[src/rtl/min_stream_sched.sv]
// min_stream_sched
//
// Streaming minimum scheduler. Samples arrive over a valid/ready handshake and
// are collected into four lanes. Each full (or final partial) group goes through
// one shared min-of-four tree, and the group minimum is folded into a running
// minimum. When the burst ends, the running minimum is published on result for
// one done cycle. It is then held until the next accepted start.
//
// Optional feature: define MIN_STREAM_SCHED_INDEX_EN to track the 0-based index
// of the first occurrence of the minimum. Without it, no index storage or index
// muxing is built, and result_idx is tied to zero.
//
// Ports:
//   clk        - clock; all state updates on the rising edge
//   reset      - synchronous, active-high reset
//   start      - begin a burst (only honoured in IDLE)
//   len        - number of samples in the burst, latched on accepted start
//   in_data    - sample value
//   in_valid   - in_data is valid
//   in_ready   - a sample is accepted this cycle when in_valid is also high
//   busy       - high in every state except IDLE
//   done       - one-cycle pulse while result/result_idx hold the final value
//   result     - burst minimum
//   result_idx - index of the first occurrence of the minimum (0 if disabled)

module min_stream_sched #(
  parameter int unsigned WIDTH = 8,
  parameter int unsigned LEN_W = 8
) (
  input  logic             clk,
  input  logic             reset,
  input  logic             start,
  input  logic [LEN_W-1:0] len,
  input  logic [WIDTH-1:0] in_data,
  input  logic             in_valid,
  output logic             in_ready,
  output logic             busy,
  output logic             done,
  output logic [WIDTH-1:0] result,
  output logic [LEN_W-1:0] result_idx
);

  typedef enum logic [1:0] {StIdle, StCollect, StReduce, StDone} state_e;

  state_e           state_q, state_d;
  logic [LEN_W-1:0] len_q;
  logic [LEN_W-1:0] count_q;
  logic [2:0]       fill_q;
  logic [WIDTH-1:0] lane_data_q [4];
  logic [WIDTH-1:0] run_min_q;
  logic [WIDTH-1:0] result_q;

  logic             xfer;
  logic             burst_end;
  logic [WIDTH-1:0] lane_val [4];
  logic             sel01, sel23, selp;
  logic [WIDTH-1:0] pair_min [2];
  logic [WIDTH-1:0] grp_min;
  logic             take_grp;

  // ---------------------------------------------------------------------------
  // Control FSM
  // ---------------------------------------------------------------------------
  always_ff @(posedge clk) begin
    if (reset) begin
      state_q <= StIdle;
    end else begin
      state_q <= state_d;
    end
  end

  always_comb begin
    state_d  = state_q;
    in_ready = 1'b0;
    busy     = 1'b1;
    done     = 1'b0;
    unique case (state_q)
      StIdle: begin
        busy = 1'b0;
        if (start) begin
          state_d = (len == '0) ? StDone : StCollect;
        end
      end
      StCollect: begin
        in_ready = (fill_q < 3'd4) && (count_q < len_q);
        // Close the group on its fourth sample or on the last sample of the burst.
        if (in_ready && in_valid &&
            ((fill_q == 3'd3) || (LEN_W'(count_q + LEN_W'(1)) == len_q))) begin
          state_d = StReduce;
        end
      end
      StReduce: begin
        state_d = burst_end ? StDone : StCollect;
      end
      StDone: begin
        done    = 1'b1;
        state_d = StIdle;
      end
      default: begin
        state_d = StIdle;
      end
    endcase
  end

  assign xfer      = in_valid & in_ready;
  assign burst_end = (count_q == len_q);

  // ---------------------------------------------------------------------------
  // Min-of-four tree
  // Unfilled lanes are padded with all-ones. Padding always sits to the right
  // of real samples, so with strict-less-than selection it can never displace
  // a real sample.
  // ---------------------------------------------------------------------------
  always_comb begin
    for (int i = 0; i < 4; i++) begin
      lane_val[i] = (fill_q > 3'(i)) ? lane_data_q[i] : '1;
    end
    sel01       = lane_val[1] < lane_val[0];
    sel23       = lane_val[3] < lane_val[2];
    pair_min[0] = sel01 ? lane_val[1] : lane_val[0];
    pair_min[1] = sel23 ? lane_val[3] : lane_val[2];
    selp        = pair_min[1] < pair_min[0];
    grp_min     = selp ? pair_min[1] : pair_min[0];
    // Strict compare, so earlier groups keep ties.
    take_grp    = grp_min < run_min_q;
  end

  // ---------------------------------------------------------------------------
  // Datapath state
  // ---------------------------------------------------------------------------
  always_ff @(posedge clk) begin
    if (reset) begin
      len_q     <= '0;
      count_q   <= '0;
      fill_q    <= '0;
      run_min_q <= '0;
      result_q  <= '0;
      for (int i = 0; i < 4; i++) begin
        lane_data_q[i] <= '0;
      end
    end else begin
      case (state_q)
        StIdle: begin
          if (start) begin
            len_q     <= len;
            count_q   <= '0;
            fill_q    <= '0;
            run_min_q <= '1;
            // An empty burst goes straight to DONE, so publish the seed now.
            if (len == '0) begin
              result_q <= '1;
            end
          end
        end
        StCollect: begin
          if (xfer) begin
            lane_data_q[fill_q[1:0]] <= in_data;
            fill_q                   <= fill_q + 3'd1;
            count_q                  <= LEN_W'(count_q + LEN_W'(1));
          end
        end
        StReduce: begin
          fill_q <= '0;
          if (take_grp) begin
            run_min_q <= grp_min;
          end
          // Load the folded minimum on the way into DONE. This makes result
          // valid in the same cycle that done is high.
          if (burst_end) begin
            result_q <= take_grp ? grp_min : run_min_q;
          end
        end
        default: begin
        end
      endcase
    end
  end

  assign result = result_q;

  // ---------------------------------------------------------------------------
  // Optional first-occurrence index tracking
  // ---------------------------------------------------------------------------
`ifdef MIN_STREAM_SCHED_INDEX_EN
  logic [LEN_W-1:0] lane_idx_q [4];
  logic [LEN_W-1:0] pair_idx [2];
  logic [LEN_W-1:0] grp_idx;
  logic [LEN_W-1:0] run_idx_q;
  logic [LEN_W-1:0] result_idx_q;

  // The index follows the same selects as the data tree.
  always_comb begin
    pair_idx[0] = sel01 ? lane_idx_q[1] : lane_idx_q[0];
    pair_idx[1] = sel23 ? lane_idx_q[3] : lane_idx_q[2];
    grp_idx     = selp ? pair_idx[1] : pair_idx[0];
  end

  always_ff @(posedge clk) begin
    if (reset) begin
      run_idx_q    <= '0;
      result_idx_q <= '0;
      for (int i = 0; i < 4; i++) begin
        lane_idx_q[i] <= '0;
      end
    end else begin
      case (state_q)
        StIdle: begin
          if (start) begin
            run_idx_q <= '0;
            if (len == '0) begin
              result_idx_q <= '0;
            end
          end
        end
        StCollect: begin
          if (xfer) begin
            lane_idx_q[fill_q[1:0]] <= count_q;
          end
        end
        StReduce: begin
          if (take_grp) begin
            run_idx_q <= grp_idx;
          end
          if (burst_end) begin
            result_idx_q <= take_grp ? grp_idx : run_idx_q;
          end
        end
        default: begin
        end
      endcase
    end
  end

  assign result_idx = result_idx_q;
`else
  assign result_idx = '0;
`endif

endmodule

[config.mk]
export PLATFORM = sky130hd
export DESIGN_NAME = min_stream_sched
export DESIGN_NICKNAME = d
export VERILOG_FILES = /design/src/rtl/min_stream_sched.sv
export SDC_FILE = /design/constraint.sdc
export NUM_CORES = 1
export LEC_CHECK = 0
export ABC_AREA = 1
export CORE_MARGIN = 4
export CORE_UTILIZATION = 50
export DETAILED_ROUTE_END_ITERATION = 12
export HOLD_SLACK_MARGIN = 0.03
export PLACE_DENSITY = 0.71
export SKIP_LAST_GASP = 1
export SLEW_MARGIN = 20
export SYNTH_ARGS = -nofsm -noshare
export SYNTH_HDL_FRONTEND = slang
export SYNTH_SLANG_ARGS = --single-unit
[constraint.sdc]
create_clock -name clk -period 6.7 [get_ports clk]
set_input_delay 1.34 -clock clk [delete_from_list [all_inputs] [get_ports clk]]
set_output_delay 1.34 -clock clk [all_outputs]
set_load 0.05 [all_outputs]
Yosys cells after proc, flatten, opt, wreduce, memory -nomap -nowiden
Memory sizes are Yosys's and may differ from the RTL's.
Cells that the tools add are included.
- add/subtract/negate cells: 2
- multipliers: 0
- div/mod/pow operators: 0
- magnitude comparators: 10
- equality and inequality tests: 11
- shifts and indexed selects: 0
- mux-type cells: 37
- bitwise gates (word level): 1
- reductions and logical operators: 16
- operator list (operator ; number):
    2-to-1 mux 8 bit ; 15
    one-hot mux 8 bit (2 select lines) ; 3
    less-than comparator 8 bit ; 5
    equality test 8 bit ; 2
    2-to-1 mux 1 bit ; 10
    2-to-1 mux 2 bit ; 5
    != test 2 bit, second input constant ; 5
    one-hot mux 3 bit (3 select lines) ; 1
    adder 8 x 1 -> 8 bit, second input constant ; 1
    zero test 8 bit ; 1
    one-hot mux 2 bit (4 select lines) ; 1
    OR reduction 8 bit ; 1
    greater-than comparator 3 x 1 -> 1 bit, second input constant ; 2
    greater-than comparator 3 x 2 -> 1 bit, second input constant ; 2
    2-to-1 mux 3 bit ; 2
    AND reduction 2 bit ; 3
    AND reduction 3 bit ; 2
    equality test 2 bit, second input constant ; 2
    AND reduction 4 bit ; 1
    nonzero test 2 bit ; 2
    adder 3 x 1 -> 3 bit, second input constant ; 1
    equality test 3 x 2 -> 1 bit, second input constant ; 1
    logical AND 1 bit ; 3
    less-than comparator 3 bit, second input constant ; 1
    5 further kinds ; 5
- register bits: 37
- bits in latches: 0
- memory bits (writable): 32
- memory bits (read-only): 0
- input port bits: 20
- output and inout bits: 19
- logic and storage cells: 84
- memories: 1
- memory list (name ; depth ; bits a word ; rd ports ; clocked after memory_dff ; write ports ; line ; source):
    lane_data_q ; 4 ; 8 ; 4 ; 0 ; 4 ; 49 ; logic [WIDTH-1:0] lane_data_q [4];

Logic depth before layout (Yosys ltp)
Gate-level depths: netlist (run 1).
- depth after elaboration: 10
- mapped depth: 41
- mapped depth without buffers: 39

Worst setup path before layout (run 1)
Ideal clock, no wire load.
- path type: register to register
- start point: register fill_q[1]
- end point: register result_q[5] (netlist: result[5])
- library setup time: 0.109 ns
- arrival time: 4.896 ns
- data required time: 6.591 ns
- slack: 1.695 ns
- cell stages (with the launch flop): 31
- buffers on the path: 2
- period minus slack after synthesis: 5.005 ns
- cell sequence: dfxtp_1 -> inv_1 -> ha_1 -> nand2_1 -> nand2_1 -> or2_2 -> ha_1 -> a21oi_1 -> nor2_1 -> a211oi_1 -> nand2_2 -> clkbuf_1 -> o21ai_0 -> ha_1 -> a21oi_1 -> nor2_1 -> a211oi_1 -> nand2_2 -> inv_2 -> buf_2 -> nand2_1 -> o21ai_1 -> ha_1 -> a21oi_1 -> nor2_1 -> a211oi_2 -> nand2_8 -> nand2_2 -> nand4_1 -> nand2_1 -> inv_1
- word-level cells in the longest chain between the ends: 10
- elaborated cells on any way between the ends: 18
- those cells by class: order compare (8); mux (10)
- ends and longest elaborated chain (item ; line ; source):
    start: declaration ; 48 ; logic [2:0] fill_q;
    start signal: assignment ; 158 ; fill_q <= fill_q + 3'd1;
    greater-than comparator 3 x 2 -> 1 bit or greater-than comparator 3 x 1 -> 1 bit (tied branches) ; 116 ; lane_val[i] = (fill_q > 3'(i)) ? lane_data_q[i] : '1;
    2-to-1 mux 8 bit ; 116 ;
    less-than comparator 8 bit, on equally long branches ; 119, 118 ;
    2-to-1 mux 8 bit, on equally long branches ; 121, 120 ;
    less-than comparator 8 bit ; 122 ; selp = pair_min[1] < pair_min[0];
    2-to-1 mux 8 bit * ; 123 ; grp_min = selp ? pair_min[1] : pair_min[0];
    less-than comparator 8 bit ; 125 ; take_grp = grp_min < run_min_q;
    2-to-1 mux 8 bit * ; - ;
    2-to-1 mux 8 bit * ; 169 ; if (burst_end) begin
    one-hot mux 8 bit (2 select lines) * ; 142 ; case (state_q)
    end signal: assignment ; 170 ; result_q <= take_grp ? grp_min : run_min_q;
    end: declaration ; 51 ; logic [WIDTH-1:0] result_q;
Every way passes the cells marked *; elsewhere a longest branch is shown, timed or not. The select of a mux whose other input is x is not followed.
A chain may end at the register's enable or synchronous reset.

Final worst setup path (run 1)
- start point: register fill_q[1]
- end point: register result_q[7] (netlist: result[7])
Same word-level chain as after synthesis.

==> metrics.txt, run 1 <==
status finished clean; port bufs 30; gpl congestion 0.870; vias per cell between 5 and 6; crit path max-delay cell type a211oi_2; antenna violations before repair 0; post-CTS sizing 0; max-slew violations 0; count of cell types in the netlist 35; Critical Path Max Stage Delay 0.62 ns; WL/cell 13.6 um; core area 8340 um^2; Post-Synth Simple-Gate Area 0.253; Slew headroom 0.308; routed wire length 9610 um; chip height 101 um; area share of xor/xnor cells in the synthesized design 0.0221; dpl hpwl 7420 um; fin util 0.594; first-pass GRT wire length 16100 um; Synthesis Warnings 0; Area growth syn-to-layout 13.8%; worst skew pair latency 0.35 ns; Synth Cell Area between 4000 and 5000 um^2; r2r setup slk around 1.1 ns; GR Util All Layers 0.198; Max-Cap Viols 0; I/O Pins 39; # nets final 655; transition time at the pin with the least slew margin roughly 1.0 ns; crit path buf inv count 3; Fin Clk Skew 0.00981 ns; share of cells above drive strength 1 0.0749; total CTS buffers 9; initial core utilization 0.522; register clock-pin slew on the reported worst setup and hold paths approximately 0.08 ns; RR Endpoint result[7]; mean post-synth cell area between 7 and 8 um^2; Tcrit/Tclk final 0.832; Antenna Cells 0; final hold vios 0; CP Class flip-flop to flip-flop; DR DRC count 0; Arr. time, crit path 5.83 ns; vias ~3600; Reg area ~1700 um^2; total gr overflow 0; Peak VDD IR around 0.0004 V; FF-to-FF Start fill_q[1]; P_leak approximately 2.3 nW; Post-synth EDFFs 32; Post-CTS Setup Repair Bufs 0; area occupied by multi-input gates 2280 um^2; fin crit period roughly 5.6 ns; critical path's top delay family compound AO/OA/AOI/OAI gates; Critical Path Sink result[7]; post-synthesis mux area share 0; power per cell area 485 nW/um^2; fraction of registers with async set/reset 0; sum of negative setup slack 0 ns; synthesis-stage register bit count just under 70; Cells after Synth 566; DRT iter0 DRCs 249; H-tree lvl count 3; Detailed Routing Iterations Pass 1 5; Max Freq 179 MHz; CTS tree yes; post-route ant nets 0; Worst R2R Path Depth 28; largest family of logic cells by synthesized area simple AND/OR/NAND/NOR gates; Sink Count 69; crit path max fanout 15; post-synthesis sequential area ratio 0.391; Filler Cells Inserted 748; hold buffers post-CTS 0; most used flip-flop cell after synthesis dfxtp_1; CTS root buf clkbuf_8; Tightest Hold Check Type flip-flop to flip-flop; Die ar. 10300 um^2; setup violators final 0; Die X 101 um; post-synthesis compound-gate area fraction 0.129; adder-cell area share of the yosys netlist 0.112; WP data required 6.96 ns; CTS max path bufs 2; row cnt 33; vias in the first global route 3367; largest net degree at the start of global routing 26; Crit path depth 28; RSZ-0062 raised after global routing no; Worst Setup End Kind flip-flop; Setup crit start kind flip-flop; Worst Setup SP fill_q[1]
[registers in the layout, summed over array words and instances (netlist names)]
name and cells:
lane_data_q 32, count_q 8, run_min_q 8, result 8, state_q 2, len_q 8, fill_q 3
[metrics by stage]
| stage | total power (W) | hold slack (ns) | std cells | cell area, um^2 | worst slack [ns] |
|---|---|---|---|---|---|
| 5_1_grt | 0.00264 | 0.535 | 706 | 4960 | 0.658 |
| 3_5_place_dp | 0.00198 | 0.498 | 690 | 4720 | 1.23 |
| 4_1_cts | 0.00240 | 0.511 | 706 | 4960 | 1.21 |
| 6_report | 0.00240 | 0.508 | 706 | 4960 | 1.12 |
| 3_3_place_gp | 0.00194 | 0.489 | 690 | 4720 | 1.35 |
| 2_1_floorplan | 0.00170 | 0.461 | 573 | 4380 | 1.69 |
[tightest hold or removal path: stages (launching register included)]
cell and delay (ns):
dfxtp_1 0.33, inv_1 0.08, a21oi_1 0.06
[cells in the final DEF (no fill, tap or decap), types with 2 or more instances in the layout]
| cell type | Yosys | layout |
|---|---|---|
| a21oi_1 | 33 | 33 |
| conb_1 | 1 | 8 |
| inv_2 | 3 | 3 |
| inv_1 | 74 | 74 |
| bufinv_16 | 0 | 3 |
| ha_1 | 39 | 39 |
| edfxtp_1 | 32 | 32 |
| dfxtp_1 | 37 | 37 |
| nand2_1 | 89 | 89 |
| nand3b_1 | 4 | 4 |
| a31oi_1 | 7 | 7 |
| xor2_1 | 10 | 10 |
| nand4_1 | 10 | 10 |
| or2_2 | 5 | 5 |
| nand3_1 | 22 | 22 |
| o21ai_1 | 3 | 5 |
| nor2_2 | 3 | 3 |
| clkdlybuf4s50_1 | 0 | 30 |
| nand2_2 | 15 | 15 |
| a211oi_1 | 6 | 6 |
| o21ai_0 | 37 | 35 |
| nor2_1 | 96 | 96 |
| clkbuf_8 | 0 | 9 |
| nor4_1 | 3 | 3 |
| clkinv_1 | 2 | 2 |
| o211a_1 | 6 | 6 |
| o211ai_1 | 2 | 2 |
[layer usage]
metal	up-vias	wire length, um	GRT usage
li1	1917	-	-
met1	1634	4730	0.284
met2	73	4370	0.307
met3	10	393	0.0337
met4	0	115	0.0603
met5	-	0	0
[kinds of logic after synthesis]
| kind of cell | after synthesis |
|---|---|
| DFF | 69 |
| adders and majority gates | 39 |
| and+or+nand+nor | 251 |
| AOI/OAI and AO/OA | 97 |
| xor gates and xnor gates | 11 |
| other | 1 |
| buffers and inverters | 98 |
[report_power, final]
group / leakage (nW) / switching, W / internal, W
combinational: 1.56 / 0.000973 / 0.000496
sequential: 0.637 / 0.0000351 / 0.000489
clock: 0.116 / 0.000163 / 0.000247
[worst min path at each step]
stage                     startpoint          to  cells after the start
after floorplan             len_q[3]    len_q[3]                      2
after global placement      len_q[4]    len_q[4]                      2
after detailed placement    len_q[3]    len_q[3]                      2
after CTS                 count_q[1]  count_q[1]                      2
after global routing      count_q[1]  count_q[1]                      2
final                       len_q[4]    len_q[4]                      2
[synth_stat cells (all sizes together) (2+ instances only)]
| library cell | n | area [um^2] |
|---|---|---|
| clkinv | 2 | 7.51 |
| nand3b | 4 | 30.0 |
| nand4 | 10 | 62.6 |
| o211ai | 2 | 15.0 |
| nor4 | 3 | 18.8 |
| nand2 | 106 | 459 |
| a31oi | 7 | 43.8 |
| a211oi | 7 | 57.6 |
| o211a | 6 | 60.1 |
| clkbuf | 10 | 37.5 |
| a21oi | 33 | 165 |
| or2 | 5 | 31.3 |
| o21ai | 40 | 200 |
| nor2 | 99 | 379 |
| buf | 9 | 65.1 |
| inv | 77 | 289 |
| ha | 39 | 488 |
| xor2 | 10 | 87.6 |
| dfxtp | 37 | 741 |
| nand3 | 22 | 110 |
| edfxtp | 32 | 961 |
[layout make-up]
cell class | count | area share
clock buffers | 10 | 0.0258
well taps | 105 | 0.0265
clock inverters | 6 | 0.0225
repair buffers | 31 | 0.0621
flip-flops and latches | 69 | 0.343
multi-input cells | 406 | 0.460
inverters | 79 | 0.0598
Power figures use the tool's default switching activity.
==> inputs of run 2 (changes only) <==
- clock period: 6.7 -> 5.9 ns (I/O delays scaled with it)
==> run 2 against run 1 <==
  * Clock-buffer cell count did not move
  * Clock skew rose by 0.0043 ns
  * Sequential power rose by 14%
  * Global-route usage fell by 0.20 points
  * Design area fell by 0.33%
  * Worst setup slack got worse by 0.60 ns
  * Final cell count rose by 0.14%
  * Worst hold slack improved by 0.0037 ns
  * Non-clock buffer count rose by 1
  * Largest cell class unchanged
==> metrics.txt, run 2 (synthesized netlist as in run 1, its figures left out) <==
status finished clean; Post-CTS Setup Repair Bufs 0 (unchanged); register clock-pin slew on the reported worst setup and hold paths 0.08 ns (about the same); power per cell area 554 nW/um^2 (+14%); Max Freq 186 MHz (+3.7%); transition time at the pin with the least slew margin 1.04 ns (+0.0169 ns); share of cells above drive strength 1 0.0748 (-0.000124); Die ar. 10300 um^2 (unchanged); Peak VDD IR 0.000309 V (-23%); Total Power 0.00274 W (+14%); post-route ant nets 0 (unchanged); Max-Cap Viols 0 (unchanged); sum of negative setup slack 0 ns (unchanged); chip height 101 um (unchanged); Die X 101 um (unchanged); dpl hpwl 7430 um (+0.17%); Arr. time, crit path 5.64 ns (-0.19 ns); post-CTS sizing 0 (unchanged); routed wire length 9500 um (-1.1%); fin util 0.592 (-0.00195); most frequent cells in the layout nor2_1 (96), nand2_1 (89), inv_1 (74); Filler Cells Inserted 750 (+0.27%); max-slew violations 0 (unchanged); Finished Cell Area 4940 um^2 (-0.33%); DR DRC count 0 (unchanged); H-tree lvl count 3 (unchanged); Antenna Cells 0 (unchanged); WP data required 6.16 ns (-0.80 ns); fin crit period 5.38 ns (-0.200 ns); commonest non-fill, non-tap cell in the layout nor2_1; total gr overflow 0 (unchanged); initial core utilization 0.522 (unchanged); Placed Instances 691 (+0.14%); hold buffers post-CTS 0 (unchanged); antenna violations before repair 0 (unchanged); area post-placement 4720 um^2 (+0.16%); Area growth syn-to-layout 13.4%; vias in the first global route 3492 (+3.7%); Cell Count, Final, Fillers Out 707 (+0.14%); Fin Clk Skew 0.0141 ns (+0.00426 ns); Tcrit/Tclk final 0.911 (+0.0790); CP Class flip-flop to flip-flop; Reg area 1700 um^2 (unchanged); CTS max path bufs 2 (unchanged); # nets final 656 (+0.15%); Detailed Routing Iterations Pass 1 5 (unchanged); vias 3701 (+1.8%); vias per cell 5.23 (+1.7%); first-pass GRT wire length 16000 um (-0.60%); most used cell along the critical path nand2_1; I/O Pins 39 (unchanged); P_leak 2.30 nW (-0.49%); crit path max-delay cell type dfxtp_1; RSZ-0062 raised after global routing no; setup violators final 0 (unchanged); Worst Setup End Kind flip-flop; Tightest Hold Check Type flip-flop to flip-flop; DRT iter0 DRCs 222 (-11%); Slew headroom 0.297 (-0.0114); total CTS buffers 9 (unchanged); Critical Path Max Stage Delay 0.42 ns (-0.20 ns); crit path max fanout 15 (unchanged); largest net degree at the start of global routing 26 (unchanged); row cnt 33 (unchanged); CTS root buf clkbuf_8; core area 8340 um^2 (unchanged); CTS tree yes; worst skew pair latency 0.35 ns (about the same); Sink Count 69 (unchanged); final hold vios 0 (unchanged); gpl congestion 0.883 (+1.4%); GR Util All Layers 0.196 (-0.00202); port bufs 30 (unchanged); Largest Register lane_data_q; WL/cell 13.4 um (-1.3%); max FFs per register 32 (unchanged); Setup crit start kind flip-flop; area occupied by multi-input gates 2280 um^2 (unchanged)
[run 2: cell count changes in the layout (fill, tap and decap cells not counted)]
cell and delta:
clkinvlp_4 +1, bufinv_16 -1, clkinv_1 +1, clkinv_2 -1, buf_4 +1
[run 2: final cells by class]
class,count,area share
Timing Repair Buffer,32,0.0638
Multi-Input combinational cell,406,0.461
Tap cell,105,0.0266
Clock inverter,6,0.0177
Sequential cell,69,0.344
Inverter,79,0.0600
Clock buffer,10,0.0258
[run 2: final timing paths]
kind,from,to,slack [ns],cells past startpoint
worst max-delay path,fill_q[1],result[1],0.52,29
worst min register to register,count_q[1],count_q[1],0.51,2
worst min-delay path,count_q[1],count_q[1],0.51,2
worst max register to register,fill_q[1],result[1],0.52,29
[run 2: layer usage]
| metal | GRT usage | vias to the layer above | part of all wire | wire (um) |
|---|---|---|---|---|
| met5 | 0 | - | 0 | 0 |
| met4 | 0.0583 | 0 | 0.013 | 128 |
| met3 | 0.0406 | 15 | 0.055 | 526 |
| met2 | 0.312 | 94 | 0.45 | 4280 |
| met1 | 0.270 | 1677 | 0.48 | 4560 |
| li1 | - | 1915 | - | - |
[run 2: through the flow]
| stage | hold slack (ns) | setup WS, ns |
|---|---|---|
| finish | 0.511 | 0.524 |
| global route | 0.537 | 0.0609 |
| CTS | 0.509 | 0.624 |
| detailed placement | 0.496 | 0.654 |
| global placement | 0.489 | 0.819 |
| floorplan | 0.461 | 0.895 |
[run 2: worst max-delay path, delay by kind of cell (launching register included)]
kind,cells,cell delay [ns]
AND/OR/NAND/NOR,14,1.54
adder cells (fa/ha/maj),4,1.13
buffers and inverters,4,0.55
AO/OA/AOI/OAI,7,1.61
flip-flops,1,0.42
[run 2: where the power goes]
part | total (W) | switching, W | leakage [nW] | internal [W]
logic | 0.00172 | 0.00113 | 1.56 | 0.000592
clock network | 0.000422 | 0.000185 | 0.100 | 0.000237
registers | 0.000595 | 0.0000395 | 0.637 | 0.000556
==> inputs of run 3 (changes only) <==
- SLEW_MARGIN: 20 -> 10
==> run 3 against run 2 <==
  * Wire length about the same
  * Via count shrank 0.19%
  * Global-route usage unchanged
  * Die area unchanged
  * Non-clock buffer count did not move
  * Critical endpoint is now result[0]
  * Core utilization is the same
  * Worst setup slack gained 0.0026 ns
  * Sequential power about the same
==> metrics.txt, run 3 (synthesized netlist as in run 1, its figures left out) <==
M3 GR Usage 0.0406 (unchanged); Worst Setup SP fill_q[1]; Placed Instances 691 (unchanged); Worst Setup End Kind flip-flop; setup violators final 0 (unchanged); Sink Count 69 (unchanged); Worst R2R Path Depth 29 (unchanged); crit path max-delay cell type dfxtp_1; RR Endpoint result[0]; routed wire length 9490 um (about the same); Max-Cap Viols 0 (unchanged); dpl hpwl 7430 um (unchanged); Cell Count, Final, Fillers Out 707 (unchanged); Slew headroom 0.265 (-0.0317); GR peak layer met2; WL/cell 13.4 um (about the same); gpl congestion 0.883 (unchanged); Critical Path Max Stage Delay 0.42 ns (about the same); vias per cell 5.22 (-0.19%); share of cells above drive strength 1 0.0748 (unchanged); Max Freq 186 MHz (about the same); antenna violations before repair 0 (unchanged); vias in the first global route 3492 (unchanged); Fin Clk Skew 0.0138 ns (-0.000296 ns); GR Util All Layers 0.196 (unchanged); Detailed Routing Iterations Pass 1 6 (+1); H-tree lvl count 3 (unchanged); Arr. time, crit path 5.63 ns (about the same); commonest non-fill, non-tap cell in the layout nor2_1; CP Class flip-flop to flip-flop; register clock-pin slew on the reported worst setup and hold paths 0.08 ns (about the same); HP Start count_q[1]; Filler Cells Inserted 750 (unchanged); status finished clean; fin crit period 5.37 ns (-0.00258 ns); hold buffers post-CTS 0 (unchanged); Largest Register lane_data_q; Critical Path Sink result[0]; CTS max path bufs 2 (unchanged); WP data required 6.16 ns (about the same); largest net degree at the start of global routing 26 (unchanged); CTS root buf clkbuf_8; max-slew violations 0 (unchanged); vias 3694 (-0.19%); Antenna Cells 0 (unchanged); sum of negative setup slack 0 ns (unchanged); Peak VDD IR 0.000309 V (about the same); RSZ-0062 raised after global routing no; transition time at the pin with the least slew margin 1.09 ns (+0.0471 ns); Area growth syn-to-layout 13.4% (unchanged); post-CTS sizing 0 (unchanged); Die ar. 10300 um^2 (unchanged); r2r setup slk 0.53 ns (about the same); Placement Setup Slack 0.654 ns (unchanged); CTS tree yes; FF-to-FF Start fill_q[1]; post-route ant nets 0 (unchanged); most frequent cells in the layout nor2_1 (96), nand2_1 (89), inv_1 (74); final hold vios 0 (unchanged); worst skew pair latency 0.35 ns (about the same); DRT iter0 DRCs 226 (+1.8%); Die X 101 um (unchanged); total CTS buffers 9 (unchanged); DR DRC count 0 (unchanged); chip height 101 um (unchanged); core area 8340 um^2 (unchanged); fin worst setup slack 0.527 ns (+0.00258 ns); power per cell area 554 nW/um^2 (about the same); # nets final 656 (unchanged); Tightest Hold Check Type flip-flop to flip-flop; initial core utilization 0.522 (unchanged); Tcrit/Tclk final 0.911 (about the same); Post-CTS Setup Repair Bufs 0 (unchanged); first-pass GRT wire length 16000 um (unchanged); row cnt 33 (unchanged); most used cell along the critical path nand2_1; total gr overflow 0 (unchanged); max FFs per register 32 (unchanged); I/O Pins 39 (unchanged); M2 GR Usage 0.312 (unchanged); P_leak 2.30 nW (about the same); GR Util met1 0.270 (unchanged); Setup crit start kind flip-flop; crit path max fanout 15 (unchanged); port bufs 30 (unchanged)
run 3: worst min-delay path by stage:
stage | endpoint | slack, ns | depth (start not counted)
2_1_floorplan | len_q[3] | 0.46 | 2
3_3_place_gp | len_q[4] | 0.49 | 2
3_5_place_dp | len_q[3] | 0.50 | 2
4_1_cts | len_q[3] | 0.51 | 2
5_1_grt | count_q[1] | 0.54 | 2
6_report | count_q[1] | 0.51 | 2
run 3: cell type report:
type,count,area (um^2),share of cell area
clock buffers,10,128,0.0258
clock inverters,6,87.6,0.0177
inverters,79,297,0.0600
multi-input cells,406,2280,0.461
flip-flops and latches,69,1700,0.344
well taps,105,131,0.0266
repair buffers,32,315,0.0638
run 3: stage by stage:
stage | power [W] | hold slack [ns] | cell area [um^2] | utilization
finish | 0.00274 | 0.511 | 4940 | 0.592
global route | 0.00301 | 0.537 | 4940 | 0.592
CTS | 0.00273 | 0.509 | 4940 | 0.592
detailed placement | 0.00229 | 0.496 | 4720 | 0.566
global placement | 0.00223 | 0.489 | 4720 | 0.566
floorplan | 0.00193 | 0.461 | 4380 | -
run 3: worst max-delay path: cells and delay by family, from the launching register on:
family	cells	cell delay (ns)
AO/OA/AOI/OAI	7	1.61
buffers and inverters	4	0.56
AND/OR/NAND/NOR	14	1.55
adder cells (fa/ha/maj)	4	1.13
flip-flops	1	0.42
run 3: power by group:
part / internal [W] / switching (W)
combinational: 0.000592 / 0.00113
clock: 0.000237 / 0.000185
sequential: 0.000556 / 0.0000397
run 3: layer usage:
| layer | part of all wire | vias up |
|---|---|---|
| met5 | 0 | - |
| met4 | 0.011 | 0 |
| met3 | 0.052 | 11 |
| met2 | 0.45 | 95 |
| met1 | 0.49 | 1671 |
| li1 | - | 1917 |
